==> config.mk <==
export PLATFORM = sky130hd
export DESIGN_NAME = muldiv_unit
export DESIGN_NICKNAME = d
export VERILOG_FILES = /design/src/rtl/muldiv_unit.sv
export SDC_FILE = /design/constraint.sdc
export NUM_CORES = 2
export LEC_CHECK = 0
export BUFFER_PORTS_ARGS = -buffer_cell sky130_fd_sc_hd__clkbuf_2
export CAP_MARGIN = 30
export CORE_MARGIN = 2
export CORE_UTILIZATION = 60
export CTS_CLUSTER_DIAMETER = 60
export DETAILED_ROUTE_END_ITERATION = 8
export GPL_TIMING_DRIVEN = 0
export HOLD_SLACK_MARGIN = 0.1
export PLACE_DENSITY = 0.84
export SETUP_SLACK_MARGIN = 0.5
export SLEW_MARGIN = 30
export SYNTH_ARGS = -nofsm -noshare
export SYNTH_HDL_FRONTEND = slang
export SYNTH_SLANG_ARGS = --single-unit
==> constraint.sdc <==
create_clock -name clk -period 3 [get_ports clk]
set_input_delay 0.15 -clock clk [delete_from_list [all_inputs] [get_ports clk]]
set_output_delay 0.15 -clock clk [all_outputs]
set_load 0.03 [all_outputs]
==> src/rtl/muldiv_unit.sv <==
// Multi-cycle MULT/MULTU/DIV/DIVU/MTHI/MTLO unit holding the HI/LO registers.
// Optional MULDIV_DIVZERO_FAST_EN: early divide-by-zero exit plus div_by_zero flag.
module muldiv_unit #(
    parameter int WIDTH   = 32,
    parameter int MUL_LAT = 2
) (
    input  logic             clk,
    input  logic             resetn,
    input  logic             start,
    input  logic [4:0]       alucontrol,
    input  logic [WIDTH-1:0] a,
    input  logic [WIDTH-1:0] b,
    input  logic             cancel,
    output logic             busy,
    output logic             stall,
    output logic             done,
    output logic [WIDTH-1:0] hi,
    output logic [WIDTH-1:0] lo
`ifdef MULDIV_DIVZERO_FAST_EN
    ,
    output logic             div_by_zero
`endif
);

    localparam logic [4:0] OP_MULT  = 5'b10000;
    localparam logic [4:0] OP_MULTU = 5'b10001;
    localparam logic [4:0] OP_DIV   = 5'b10010;
    localparam logic [4:0] OP_DIVU  = 5'b10011;
    localparam logic [4:0] OP_MTHI  = 5'b10100;
    localparam logic [4:0] OP_MTLO  = 5'b10101;
    localparam int CW = $clog2(WIDTH + MUL_LAT) + 1;

    typedef enum logic [1:0] {
        S_IDLE,
        S_MUL,
        S_DIV,
        S_DONE
    } state_t;

    state_t state, state_n;

    logic [CW-1:0]      cnt;
    logic [2*WIDTH-1:0] prod;
    logic [WIDTH-1:0]   quo, rem, dvs;
    logic               q_neg, r_neg, dz, op_div;

    logic               sgn_mul, sgn_div, is_mul, is_div;
    logic               can_issue, iss_mul, iss_div, iss_mthi, iss_mtlo;
    logic               fast_dz, wr_ok;
    logic [2*WIDTH-1:0] ma, mb;
    logic [WIDTH-1:0]   a_mag, b_mag;
    logic [WIDTH:0]     rem_sh;
    logic               ge;
    logic [WIDTH-1:0]   rem_nx, quo_nx, q_fin, r_fin, res_hi, res_lo;

    assign sgn_mul = (alucontrol == OP_MULT);
    assign sgn_div = (alucontrol == OP_DIV);
    assign is_mul  = sgn_mul | (alucontrol == OP_MULTU);
    assign is_div  = sgn_div | (alucontrol == OP_DIVU);

    // DONE is a writeback slot, so a new op may issue there
    assign can_issue = start & ~cancel &
                       ((state == S_IDLE) | (state == S_DONE));
    assign iss_mul  = can_issue & is_mul;
    assign iss_div  = can_issue & is_div;
    assign iss_mthi = can_issue & (alucontrol == OP_MTHI);
    assign iss_mtlo = can_issue & (alucontrol == OP_MTLO);

    assign busy  = (state == S_MUL) | (state == S_DIV);
    assign stall = busy | iss_mul | iss_div;
    assign done  = (state == S_DONE) & ~cancel;
    assign wr_ok = ~(op_div & dz);

`ifdef MULDIV_DIVZERO_FAST_EN
    assign fast_dz     = dz;
    assign div_by_zero = done & op_div & dz;
`else
    assign fast_dz = 1'b0;
`endif

    assign ma = {{WIDTH{sgn_mul & a[WIDTH-1]}}, a};
    assign mb = {{WIDTH{sgn_mul & b[WIDTH-1]}}, b};

    // -MIN wraps to MIN, which is the correct unsigned magnitude
    assign a_mag = (sgn_div & a[WIDTH-1]) ? -a : a;
    assign b_mag = (sgn_div & b[WIDTH-1]) ? -b : b;

    assign rem_sh = {rem, quo[WIDTH-1]};
    assign ge     = rem_sh >= {1'b0, dvs};
    assign rem_nx = ge ? (rem_sh[WIDTH-1:0] - dvs) : rem_sh[WIDTH-1:0];
    assign quo_nx = {quo[WIDTH-2:0], ge};

    assign q_fin  = q_neg ? -quo : quo;
    assign r_fin  = r_neg ? -rem : rem;
    assign res_hi = op_div ? r_fin : prod[2*WIDTH-1:WIDTH];
    assign res_lo = op_div ? q_fin : prod[WIDTH-1:0];

    always_ff @(posedge clk or negedge resetn) begin
        if (!resetn) state <= S_IDLE;
        else         state <= state_n;
    end

    always_comb begin
        state_n = state;
        case (state)
            S_IDLE, S_DONE: begin
                state_n = S_IDLE;
                if (iss_mul)
                    state_n = (MUL_LAT > 1) ? S_MUL : S_DONE;
                else if (iss_div)
                    state_n = S_DIV;
            end
            S_MUL: if (cnt == '0) state_n = S_DONE;
            S_DIV: if (cnt == '0 || fast_dz) state_n = S_DONE;
            default: state_n = S_IDLE;
        endcase
        if (cancel) state_n = S_IDLE;
    end

    always_ff @(posedge clk or negedge resetn) begin
        if (!resetn) begin
            cnt    <= '0;
            prod   <= '0;
            quo    <= '0;
            rem    <= '0;
            dvs    <= '0;
            q_neg  <= 1'b0;
            r_neg  <= 1'b0;
            dz     <= 1'b0;
            op_div <= 1'b0;
            hi     <= '0;
            lo     <= '0;
        end else begin
            if (iss_mul) begin
                prod   <= ma * mb;
                op_div <= 1'b0;
                cnt    <= CW'(MUL_LAT > 1 ? MUL_LAT - 2 : 0);
            end
            if (iss_div) begin
                quo    <= a_mag;
                dvs    <= b_mag;
                rem    <= '0;
                q_neg  <= sgn_div & (a[WIDTH-1] ^ b[WIDTH-1]);
                r_neg  <= sgn_div & a[WIDTH-1];
                dz     <= (b == '0);
                op_div <= 1'b1;
                cnt    <= CW'(WIDTH - 1);
            end
            if (state == S_MUL && cnt != '0)
                cnt <= cnt - CW'(1);
            if (state == S_DIV) begin
                rem <= rem_nx;
                quo <= quo_nx;
                if (cnt != '0) cnt <= cnt - CW'(1);
            end
            if (done && wr_ok) begin
                hi <= res_hi;
                lo <= res_lo;
            end
            // a move issued in DONE is younger than the result being retired
            if (iss_mthi) hi <= a;
            if (iss_mtlo) lo <= a;
        end
    end

endmodule
Word level (Yosys, flattened, before mapping)
Index checks and enable logic that the tools add are counted.
{"block": "word_totals", "inputBits": 73, "word_cells": 91, "output_inout_bits": 67, "reg_bits": 237}
{"block": "classes", "n_eq_ne": 10, "n_addsub": 6, "multipliers": 1, "bitwise": 22, "n_reduce_logical": 12, "mux": 27, "n_lt_le_gt_ge": 1}
{"cell": "$mux W32", "count": 15}
{"cell": "$neg A32 Y32", "count": 4}
{"cell": "$mul A33 B33 Y64", "count": 1}
{"cell": "$mux W7", "count": 5}
{"cell": "$ge A33 B32 Y1", "count": 1}
{"cell": "$logic_not A32 Y1", "count": 1}
{"cell": "$sub A32 B32 Y32", "count": 1}
{"cell": "$eq A5 B5 Y1 const B", "count": 6}
{"cell": "$and A1 B1 Y1", "count": 13}
{"cell": "$mux W2", "count": 4}
{"cell": "$reduce_bool A2 Y1", "count": 4}
{"cell": "$logic_not A7 Y1", "count": 1}
{"cell": "$reduce_bool A7 Y1", "count": 1}
{"cell": "$sub A7 B1 Y7 const B", "count": 1}
{"cell": "$or A1 B1 Y1", "count": 6}
{"cell": "$eq A2 B2 Y1 const B", "count": 2}
{"cell": "$pmux W2 S2", "count": 1}
{"cell": "$reduce_or A2 Y1", "count": 2}
{"cell": "$ne A3 B1 Y1 const B", "count": 1}
{"cell": "$eq A2 B1 Y1 const B", "count": 1}
{"cell": "$logic_and A1 B1 Y1", "count": 2}
{"cell": "$logic_not A2 Y1", "count": 1}
{"cell": "$mux W1", "count": 2}
{"cell": "$not A1 Y1", "count": 2}
{"cell": "$xor A1 B1 Y1", "count": 1}

Depth between registers and ports, before layout
{"block": "depth", "ltp_word": 9, "mapped_depth": 32, "ltp_nobuf": 30}

Least setup slack after synthesis
OpenSTA, ideal clock, no wires.
{"block": "synth_timing", "path_type": "input-to-reg", "from": "in alucontrol[3]", "to": "reg prod[60]", "arrival_time_ns": 8.535, "t_required_ns": 2.875, "setup_time_ns": 0.125, "path_slack_ns": -5.660, "path_stages": 31, "path_cell_list": "nand2b_1 > nor3_1 > inv_1 > nor3_1 > clkbuf_1 > nand2_1 > inv_1 > fa_1 > inv_1 > fa_1 > inv_1 > fa_1 > inv_1 > fa_1 > inv_1 > fa_1 > fa_1 > inv_1 > fa_1 > fa_1 > inv_1 > ha_1 > a21o_1 > a31oi_1 > o21ai_0 > a21o_1 > a221oi_1 > a21oi_1 > o41ai_1 > a211o_1 > nand3_1"}
{"block": "synth_via", "elab_chain_cells": 3, "elab_cells_between_ends": 7}
{"item": "from (decl)", "line_no": "10", "source": "input logic [4:0] alucontrol,"}
{"item": "$eq A5 B5 Y1, on equally long branches", "line_no": "56, 58"}
{"item": "$and A1 B1 Y1 (tied with other cells)", "line_no": "81", "source": "assign ma = {{WIDTH{sgn_mul & a[WIDTH-1]}}, a};"}
{"item": "$mul A33 B33 Y64 / $and A1 B1 Y1 (equally long branches)", "line_no": "135, 64"}
{"item": "to (signal assigned)", "line_no": "135", "source": "prod <= ma * mb;"}
{"item": "to (decl)", "line_no": "43", "source": "logic [2*WIDTH-1:0] prod;"}
Parallel ways exist; a longest one is shown, timed or not.
A chain may end at the register's enable or synchronous reset.

Worst setup path after layout
{"block": "layout_timing", "from": "in a[31]", "to": "reg prod[59]"}
{"block": "layout_via", "elab_chain_cells": 2}
{"item": "from (decl)", "line_no": "11", "source": "input logic [WIDTH-1:0] a,"}
{"item": "$and A1 B1 Y1", "line_no": "81"}
{"item": "$mul A33 B33 Y64 *", "line_no": "135"}
Every way passes the cells marked *; elsewhere a longest branch is shown, timed or not.

==> results.cfg <==
[logic_synthesis]
yosysMostFrequentCell = inv_1
ys_ff_latch = 237
ys_warn_count = 0
postSynth.asyncResetShare_pct = 100
synth-edff-count = 0
netlist-cell-type-count = 76
yosysTopAreaCellShare_pct = 42.8
synth_area_um2 = 52700
syn_inst = 6008
synth-main-ff-cell = dfrtp_1
syn_nets = 7460
synth_common_cells = inv_1, fa_1, nand2_1
avgSynthCellArea_um2 = 8.76
synth_area_leader_cell = fa_1
synth.top_cells.by_area = fa_1, dfrtp_1, inv_1
yosysSeqAreaShare_pct = 11.3

[timing]
layout_setup_ws_ns = -4.70
max_slew_margin_pct = 30.6
clock_skew_ns = 0.0382
hold-worst-slack_ns = 0.105
hold_viol = 0
final_max_slew_viol_count = 0
period_minus_slack_ns = 7.70
min_period_over_period_pct = 257
finalSetupViolCount = 128
timing.fmax_mhz = 130
rsz0062_at_grt = true
worstMarginPinSlew_ns = 1.04

[worst_setup_path]
critPathKind = in2reg
crit_path_end_kind = flop
rrSetupSlack_ns = -0.42
slowest_stage = fa_2
r2r-start = rem[12]$_DFFE_PN0P_
required_ns = 3.39
rr_worst_depth = 9
cp_max_fo = 6
r2r-end = hi[26]$_DFFE_PN0P_
slowest_delay_ns = 0.62
arrival_ns = 8.10
start_kind = primary input
crit_top_cell = fa_1

[floorplanning]
die_w_um = 300
io_pins = 140
dieArea_um2 = 90100
rows = 108
die_h_um = 300
core_area_um2 = 86900
start_util_pct = 60.6

[place]
io_buffers = 104
dp_hpwl_um = 175000
placedInstanceArea_um2 = 57100
place_congestion = 1.08

[clock_tree]
cts_tree = built
cts_buffers = 24
clock_latency_ns = 0.58
h-tree-depth = 1
clockBufferDepth = 3
cts_sinks = 237
cts.clk_slew.worst_paths_ns = 0.06
clockRootBuffer = clkbuf_16

[cells_and_area]
num-fill-cells = 6293
syn_to_final_growth_pct = 21.0
design_area_um2 = 63700
drive_gt1_share_pct = 18.4
nets = 7851
multi_input_area_um2 = 43600
regArea_um2 = 5950

[global_routing]
antenna_found_initial = 40
grt_use_total_pct = 51.4
grt_pass1_wl_um = 330000
grt_pass1_vias = 50418
gr-total-overflow = 0
grt_start_max_net_pins = 82

[drt]
met3WireLength_um = 37000
wire_per_inst_um = 30.8
drt-pass1-iter-count = 9
drt-met1-wl_um = 75900
drtIter0Drc = 6775
highest_layer = met5
routed_wl_um = 235000
final_antenna_net_count = 0
vias = 49948
drcViolationCount = 4
vias_per_cell = 6.56
met2_wirelength_um = 95800

[min_path]
hp-class = in2reg
hold_path_depth = 3
worstHoldStart = alucontrol[0]
min_to = lo[0]$_DFFE_PN0P_

[run]
maxCapViolCount = 0

[run_status]
status = finished with violations
failed_checks = DRC, setup timing
cells in the final DEF (no fill, tap or decap), types with 91 or more instances in the layout:
master / instances
ha_1: 179
clkbuf_8: 111
dfrtp_1: 222
clkbuf_1: 91
and2_1: 331
a21oi_1: 176
xor2_1: 101
nand2_1: 972
o21ai_1: 94
buf_4: 177
inv_1: 1128
o21ai_0: 159
nor2_1: 186
fa_1: 1067
clkbuf_2: 124
worst max path at each step:
stage                       start                   end  slack [ns]  cells after the start
global route        alucontrol[3]  prod[56]$_DFFE_PN0P_       -4.80                     33
global placement    alucontrol[1]  prod[60]$_DFFE_PN0P_       -6.67                     29
CTS                 alucontrol[3]  prod[60]$_DFFE_PN0P_       -4.50                     30
finish                      a[31]  prod[59]$_DFFE_PN0P_       -4.70                     36
floorplan           alucontrol[3]  prod[56]$_DFFE_PN0P_       -4.56                     32
detailed placement  alucontrol[1]  prod[60]$_DFFE_PN0P_       -6.70                     29
kinds of logic (layout without fill, tap and decap cells):
kind of cell,count (synthesis),count (layout),synth area share (%)
xor gates and xnor gates,213,213,3.54
other,0,45,0
AOI/OAI and AO/OA,782,782,9.02
buffers and inverters,1574,1983,11.2
and+or+nand+nor,1789,1789,15.5
muxes,34,34,0.646
adders and majority gates,1379,1379,48.8
DFF,237,237,11.3
flip-flops by register name, indices dropped and copies added, names as in the netlist:
name	flops
q_neg	1
dvs	32
op_div	1
dz	1
cnt	7
r_neg	1
lo	32
state	2
quo	32
rem	32
prod	64
hi	32
what timing repair did:
item | 4_1_cts | 5_1_grt
setup endpoints to repair | 235 | 236
hold buffers | 15 | 0
hold endpoints to repair | 93 | 0
gates resized for setup | 642 | 221
pin swaps | 206 | 152
setup buffers | 154 | 83
cloned | 2 | 2
metrics by stage:
| stage | setup WS [ns] | util [%] | TNS, ns | cells |
|---|---|---|---|---|
| global placement | -6.67 | 65.6 | -1081.06 | 7267 |
| detailed placement | -6.70 | 65.8 | -340.05 | 7272 |
| CTS | -4.50 | 71.7 | -197.50 | 7487 |
| floorplan | -4.56 | - | -187.92 | 6008 |
| global route | -4.80 | 73.2 | -221.51 | 7583 |
| finish | -4.70 | 73.3 | -210.87 | 7617 |
cell type report:
class | instances | area share (%)
Buffer | 378 | 6.52
Timing Repair Buffer | 365 | 4.88
Inverter | 1196 | 7.11
Clock inverter | 16 | 0.285
Antenna cell | 45 | 0.177
Tap cell | 1155 | 2.27
Clock buffer | 28 | 1.03
Sequential cell | 237 | 9.34
Multi-Input combinational cell | 4197 | 68.4
worst max-delay path: cells and delay by family:
family                     cells  cell delay, ns
adders and majority gates      9            4.48
buffers and inverters         16            1.77
AOI/OAI and AO/OA              5            0.90
and+or+nand+nor                6            0.75
metal layers:
layer	GRT usage, %	vias up
met3	20.5	1601
met1	62.3	24663
met5	0	-
met2	72.1	4641
met4	42.6	17
li1	-	19026
Power is left out: the tool's default activity adds up to more than one toggle a clock period on the data nets, which glitch-free logic cannot reach.
